==> config.mk <==
export PLATFORM = sky130hd
export DESIGN_NAME = shift_seq
export DESIGN_NICKNAME = d
export VERILOG_FILES = /design/src/rtl/shift_pkg.sv /design/src/rtl/shift_step.sv /design/src/rtl/shift_seq.sv
export SDC_FILE = /design/constraint.sdc
export NUM_CORES = 1
export LEC_CHECK = 0
export ABC_AREA = 1
export BUFFER_PORTS_ARGS = -buffer_cell sky130_fd_sc_hd__buf_2
export CORE_ASPECT_RATIO = 1.1
export CORE_MARGIN = 4
export CORE_UTILIZATION = 40
export CTS_CLUSTER_SIZE = 16
export DETAILED_ROUTE_END_ITERATION = 7
export GPL_ROUTABILITY_DRIVEN = 1
export PLACE_DENSITY = 0.68
export SYNTH_ARGS = -nofsm -noshare
export SYNTH_HDL_FRONTEND = slang
export SYNTH_SLANG_ARGS = --single-unit
==> constraint.sdc <==
create_clock -name clk -period 1.3 [get_ports clk]
set_input_delay 0.065 -clock clk [delete_from_list [all_inputs] [get_ports clk]]
set_output_delay 0.065 -clock clk [all_outputs]
set_load 0.05 [all_outputs]
==> src/rtl/shift_pkg.sv <==
// Shared definitions for the sequential shifter: state encoding and datapath widths.
// Used by shift_seq and shift_step.
package shift_pkg;

  localparam int DATA_W = 8;
  localparam int CNT_W  = 3;

  typedef enum logic [1:0] {
    IDLE  = 2'd0,
    SHIFT = 2'd1,
    DONE  = 2'd2
  } state_t;

  typedef logic [DATA_W-1:0] data_t;
  typedef logic [CNT_W-1:0]  cnt_t;

endpackage

==> src/rtl/shift_step.sv <==
// One-bit shift step for shift_seq: left, logical right or arithmetic right.
// Rotate mode (fill with the bit shifted out) exists only when SHIFT_SEQ_ROTATE_EN is defined.
module shift_step
  import shift_pkg::*;
(
  input  data_t data,
  input  logic  lr,
  input  logic  al,
`ifdef SHIFT_SEQ_ROTATE_EN
  input  logic  rot,
`endif
  output data_t next
);

  logic fill;

  // Rotate overrides the arithmetic/logical choice; al only matters for right shifts.
  always_comb begin
    fill = 1'b0;
`ifdef SHIFT_SEQ_ROTATE_EN
    if (rot) begin
      fill = lr ? data[DATA_W-1] : data[0];
    end else if (!lr) begin
      fill = al ? data[DATA_W-1] : 1'b0;
    end
`else
    if (!lr) begin
      fill = al ? data[DATA_W-1] : 1'b0;
    end
`endif
  end

  always_comb begin
    next = data;
    if (lr) begin
      next = {data[DATA_W-2:0], fill};
    end else begin
      next = {fill, data[DATA_W-1:1]};
    end
  end

endmodule

==> src/rtl/shift_seq.sv <==
// Sequential shifter: shifts an 8-bit operand one bit per clock, shamt times.
// Optional rotate mode via SHIFT_SEQ_ROTATE_EN adds the rot port.
module shift_seq
  import shift_pkg::*;
(
  input  logic              clk,
  input  logic              rst,
  input  logic              start,
  input  logic [DATA_W-1:0] din,
  input  logic [CNT_W-1:0]  shamt,
  input  logic              lr,
  input  logic              al,
`ifdef SHIFT_SEQ_ROTATE_EN
  input  logic              rot,
`endif
  output logic              busy,
  output logic              done,
  output logic [DATA_W-1:0] dout
);

  state_t state_q, state_next;
  data_t  data_q, step_out;
  cnt_t   cnt_q;
  logic   lr_q, al_q;
`ifdef SHIFT_SEQ_ROTATE_EN
  logic   rot_q;
`endif
  logic   accept;

  // Start is only honoured when no shift is in progress.
  assign accept = start && ((state_q == IDLE) || (state_q == DONE));

  shift_step u_step (
    .data (data_q),
    .lr   (lr_q),
    .al   (al_q),
`ifdef SHIFT_SEQ_ROTATE_EN
    .rot  (rot_q),
`endif
    .next (step_out)
  );

  always_ff @(posedge clk or posedge rst) begin
    if (rst) begin
      state_q <= IDLE;
    end else begin
      state_q <= state_next;
    end
  end

  always_comb begin
    state_next = state_q;
    case (state_q)
      IDLE: begin
        if (start) begin
          state_next = (shamt != '0) ? SHIFT : DONE;
        end
      end
      SHIFT: begin
        if (cnt_q == cnt_t'(1)) begin
          state_next = DONE;
        end
      end
      DONE: begin
        if (start) begin
          state_next = (shamt != '0) ? SHIFT : DONE;
        end else begin
          state_next = IDLE;
        end
      end
      default: state_next = IDLE;
    endcase
  end

  always_comb begin
    busy = 1'b0;
    done = 1'b0;
    case (state_q)
      SHIFT:   busy = 1'b1;
      DONE:    done = 1'b1;
      default: ;
    endcase
  end

  // Operands and mode are captured once per accepted start and frozen while shifting.
  always_ff @(posedge clk or posedge rst) begin
    if (rst) begin
      data_q <= '0;
      cnt_q  <= '0;
      lr_q   <= 1'b0;
      al_q   <= 1'b0;
`ifdef SHIFT_SEQ_ROTATE_EN
      rot_q  <= 1'b0;
`endif
    end else if (accept) begin
      data_q <= din;
      cnt_q  <= shamt;
      lr_q   <= lr;
      al_q   <= al;
`ifdef SHIFT_SEQ_ROTATE_EN
      rot_q  <= rot;
`endif
    end else if (state_q == SHIFT) begin
      data_q <= step_out;
      cnt_q  <= cnt_q - cnt_t'(1);
    end
  end

  assign dout = data_q;

endmodule

==> results of run 1 <==
[synth_stat cells]
cell	number
nor2_2	1
nand3_2	1
o211ai_1	5
nand2_2	3
nand2_1	35
nor3_1	1
dfrtp_1	15
buf_2	2
nand3_1	6
inv_1	10
xor2_1	1
inv_2	1
ha_1	2
nor2_1	14
o22ai_2	1
a31oi_1	1
o21ai_0	4
buf_6	2
o22ai_1	2
[worst max-delay path, cell delays in order, from the launching register on]
cell and delay [ps]:
dfrtp_2 420, inv_2 70, nor2_4 130, clkbuf_4 250
[layer usage]
metal | part of all wire (%) | vias up
li1 | - | 405
met1 | 47 | 393
met2 | 48 | 25
met3 | 4.6 | 2
met4 | 0.59 | 0
met5 | 0 | -
[where the power goes]
part           internal [mW]  total [mW]  switching (mW)
Sequential             0.706       0.905           0.199
Combinational          0.554        1.82            1.27
Clock                  0.119       0.274           0.155
Total                   1.38        3.00            1.62
[flip-flops by register name, indices dropped and copies added (netlist names)]
| name | count |
|---|---|
| cnt_q | 3 |
| dout | 8 |
| al_q | 1 |
| state_q | 2 |
| lr_q | 1 |
[final timing paths]
path / slack [ps] / endpoint / cells after the start
worst max-delay path: 90 / busy / 3
worst min-delay path: 30 / dout[1] / 3
worst max register to register: 120 / dout[7] / 7
worst min register to register: 500 / al_q / 2
max in group asynchronous: 520 / state_q[0] / 3
min in group asynchronous: 370 / cnt_q[2] / 3
[logic make-up after synthesis]
| group | Yosys count | share of synthesized area [%] |
|---|---|---|
| AND/OR/NAND/NOR | 61 | 30.8 |
| buffers and inverters | 15 | 8.94 |
| flip-flops | 15 | 45.5 |
| AO/OA/AOI/OAI | 13 | 10.8 |
| adder cells (fa/ha/maj) | 2 | 3.03 |
| XOR/XNOR | 1 | 1.06 |
[per-stage QoR]
step	hold slack, ps	instance area (µm²)	std cells
floorplan	-33.5	831	107
global placement	153	987	159
detailed placement	158	987	159
CTS	5.90	1040	166
global route	43.9	1060	167
finish	25.6	1060	167
[cell type report]
| cell class | instances | share of cell area (%) |
|---|---|---|
| clock buffers | 4 | 2.47 |
| repair buffers | 33 | 18.6 |
| inverters | 11 | 3.89 |
| multi-input cells | 77 | 36.4 |
| well taps | 27 | 3.18 |
| flip-flops and latches | 15 | 35.5 |
[what timing repair did]
item,4_1_cts,5_1_grt
resized for setup,0,3
hold buffers,3,1
setup buffers,0,0
endpoints found under the hold margin,17,1
setup endpoints to repair,0,5
==> impl_metrics.toml, run 1 <==
[drt]
drtIter0Drc = 14
routedWlPerCell_um = 12.1
via_count = 825
ant_nets = 0
viasPerCell = 4.94
drcViolationCount = 0
first_pass_iters = 4
drt_wl_total_um = 2030

[layout]
final_nets = 159
drive_gt1_share_pct = 28.6
layout_common_cells = "nand2_1 (35), buf_2 (24), nor2_1 (14), dfrtp_1 (14), inv_1 (10)"
register_area_um2 = 377
fillCellCount = 183
n_antenna_cell = 0
mostFrequentLayoutCell = "nand2_1"
syn2layout_area_growth_pct = 28.6
multi_input_area_um2 = 387
fin_util_pct = 57.1

[grt]
met2_usage_pct = 24.3
use_met1_pct = 19.5
grt_overflow = 0
antenna_found_initial = 0
grt_max_degree = 16
grt_pass1_wl_um = 3340
grt_pass1_vias = 781
track_usage_pct = 14.7
use_met3_pct = 2.95
grt_busiest_layer = "met2"

[logic_synthesis]
ys_seq_area_share_pct = 45.5
synth.yosys.warnings = 0
synth_largest_area_cell = "dfrtp_1"
syn_avg_cell_area_um2 = 7.72
synth.top_cells.by_area = "dfrtp_1 (45%), nand2_1 (16%), nor2_1 (6.4%)"
yosys.area.top_type_share_pct = 45.5
syn_inst = 107
synthesis.nets = 125
ys_seq_elements = 15
synth.distinct_cells = 19
netlist_area_um2 = 826

[die]
row_count = 16
io_pins = 26
die-area_um2 = 2860
coreArea_um2 = 1860
die-height_um = 55.7
initial_core_util_pct = 44.4
fp.dieW_um = 51.3

[sta]
fin_crit_sh_pct = 93.4
period_minus_slack_ps = 1210
timing.setup.tns_ps = 0
fin_ws_ps = 85.9
slew-limit-headroom_pct = 61.7
rsz0062_at_grt = "false"
worst-slew-pin-transition_ps = 574
drv_slew = 0
skew_ps = 1.85
setup_violations = 0
hold_viol = 0
fmax_ghz = 0.824

[min_path]
worstHoldPathType = "primary input to flip-flop"
hold_start = "din[1]"

[setup_path]
path_class = "flip-flop to output port"
cp.required_ps = 1240
startpoint = "state_q[0]"
start_kind = "flip-flop"
rr_startpoint = "state_q[0]"
endpoint_kind = "output port"
arrival_ps = 1150
cp_max_fo = 5

[place]
place_hpwl_um = 1510
place_ws_ps = 59.1
gp_congestion = 0.797
port_buffers = 25

[cts]
numClockSinks = 15
path_clk_slew_ps = 90
cts_buffers = 3
clk_latency_ps = 280
htree_levels = 1
clock_path_buffers = 2
root_buffer = "clkbuf_4"
cts_tree = "built"

[run]
cap_violations = 0

[pwr]
p_leak_nw = 0.562
p_per_area_nw_per_um2 = 2820
max-vdd-ir-drop_uv = 1350
total_power_mw = 3.00

[run_status]
outcome = "complete, no violations"
No activity file was read; power rests on OpenSTA's default activity.
==> run 2, diff against run 1 <==
CELL_PAD_IN_SITES_DETAIL_PLACEMENT = 1   (was default)
CELL_PAD_IN_SITES_GLOBAL_PLACEMENT = 1   (was default)
CORE_UTILIZATION = 34   (was 40)
PLACE_DENSITY = 0.78   (was 0.68)
clock period = 1.35 ns   (was 1.3 ns; I/O delays follow)
==> run 2 against run 1 <==
  * Sequential cell count unchanged
  * Clock-buffer cell count unchanged
  * Register-to-register slack better by 50 ps
  * Global-route usage up 1.8 points
  * Cell count up 1.8%
  * Sequential share of layout area down 0.083 points
  * Clock skew up 1.3 ps
  * Critical path depth unchanged
  * Power down 3.0%
  * Worst setup slack better by 8.7 ps
  * First-iteration DRC count unchanged
==> impl_metrics.toml, run 2 (synthesis gave the netlist of run 1 again) <==
[pwr]
p_comb_share_pct = 60.7
p_switching_mw = 1.58
p_leak_nw = 0.562
p_per_area_nw_per_um2 = 2730
max-vdd-ir-drop_uv = 1310
seqPwrFrac_pct = 30.1
switching_share_pct = 54.2
power_frac_clock_pct = 9.3
p_int_mw = 1.33
total_power_mw = 2.91

[cts]
numClockSinks = 15
clk_latency_ps = 290
cts_tree = "built"
htree_levels = 1
post_cts_buffers = 0
clock_path_buffers = 2
path_clk_slew_ps = 90
cts_buffers = 3
root_buffer = "clkbuf_4"

[sta]
fin_crit_sh_pct = 93.0
timing.setup.tns_ps = 0
setup_violations = 0
worst-slew-pin-transition_ps = 581
period_minus_slack_ps = 1260
hold_viol = 0
drv_slew = 0
rsz0062_at_grt = "false"
skew_ps = 3.19
fmax_ghz = 0.797
slew-limit-headroom_pct = 61.2

[setup_path]
cp_max_fo = 5
cp-endpoint = "busy"
path_buf_inv = 2
slowest_delay_ps = 420
crit_slowest_cell = "dfrtp_2"
path_cells = "inv_2 -> nor2_2 -> buf_6"
startpoint = "state_q[0]"
r2r_cells = 7
path_class = "flip-flop to output port"
crit_family = "flip-flops"
endpoint_kind = "output port"
rr_startpoint = "state_q[0]"
start_kind = "flip-flop"
r2r_slack_ps = 170
cp.required_ps = 1280
crit_cells = 3
r2r-end = "dout[7]"
arrival_ps = 1190

[drt]
viasPerCell = 4.85
drcViolationCount = 0
drt_wl_total_um = 2250
ant_nets = 0
routedWlPerCell_um = 13.2
drtIter0Drc = 14
via_count = 825
first_pass_iters = 3

[layout]
layout_common_cells = "nand2_1 (35), buf_2 (24), nor2_1 (14), dfrtp_1 (14), inv_1 (10)"
drive_gt1_share_pct = 28.6
fillCellCount = 315
n_antenna_cell = 0
largest_reg_flops = 8
final_nets = 159
mostFrequentLayoutCell = "nand2_1"
syn2layout_area_growth_pct = 28.9
final_area_um2 = 1060

[place]
place_area_um2 = 986
port_buffers = 25
gp_congestion = 0.731
place_hpwl_um = 1720

[die]
io_pins = 26
die-height_um = 59.7
coreArea_um2 = 2270
fp.dieW_um = 55.0
die-area_um2 = 3280
initial_core_util_pct = 36.3
row_count = 18

[grt]
track_usage_pct = 16.5
antenna_found_initial = 0
grt_overflow = 0
grt_pass1_vias = 884
use_met3_pct = 2.49
met2_usage_pct = 28.9
use_met1_pct = 19.0
grt_max_degree = 16
grt_pass1_wl_um = 3820
grt_busiest_layer = "met2"

[run]
cap_violations = 0

[min_path]
worstHoldPathType = "primary input to flip-flop"
worstHoldPathCells = 3

[run_status]
outcome = "complete, no violations"
## run 2: cell types whose count changed in the layout (fill, tap and decap cells not counted), sizes merged
cell and delta:
buf +1, clkbuf -1
## run 2: worst min-delay path, cell delays in order
cell and delay, ps:
buf_2 80, nand2_1 40, o211ai_1 80
## run 2: through the flow
step	instances	hold WS (ps)	util [%]	setup slack [ps]
final	170	7.05	46.8	94.6
after global routing	170	29.1	46.8	32.7
after CTS	170	5.93	46.4	11.4
after detailed placement	162	168	43.3	114
after global placement	162	166	43.3	181
after floorplan	107	-31.0	-	46.0
## run 2: layout make-up
class	instances	area (µm²)	area share, %
Timing Repair Buffer	33	201	18.9
Inverter	11	41.3	3.88
Clock buffer	4	26.3	2.47
Multi-Input combinational cell	77	382	35.8
Sequential cell	15	377	35.4
Tap cell	30	37.5	3.53
## run 2: what timing repair did
action | CTS | global route
gates resized for setup | 1 | 3
setup endpoints to repair | 1 | 3
endpoints found under the hold margin | 18 | 0
hold buffers | 4 | 0
## run 2: worst min path at each step
stage / from / slack, ps / to
finish: din[1] / 7 / dout[1]
global route: shamt[0] / 30 / cnt_q[0]
CTS: din[1] / 6 / dout[1]
detailed placement: rst / 170 / al_q
global placement: rst / 170 / al_q
floorplan: rst / -30 / al_q
## run 2: routing by layer
metal	routed length, µm	up-vias
met2	1160	16
met4	49	0
met3	74	5
met5	0	-
li1	-	406
met1	968	398
## run 2: power groups by stage
| stage | Sequential, mW | Combinational, mW | Clock, mW |
|---|---|---|---|
| 2_1_floorplan | 1.24 | 0.948 | 0 |
| 3_3_place_gp | 0.871 | 1.68 | 0 |
| 3_5_place_dp | 0.882 | 1.72 | 0 |
| 4_1_cts | 0.874 | 1.76 | 0.277 |
| 5_1_grt | 0.907 | 1.96 | 0.300 |
| 6_report | 0.874 | 1.76 | 0.270 |
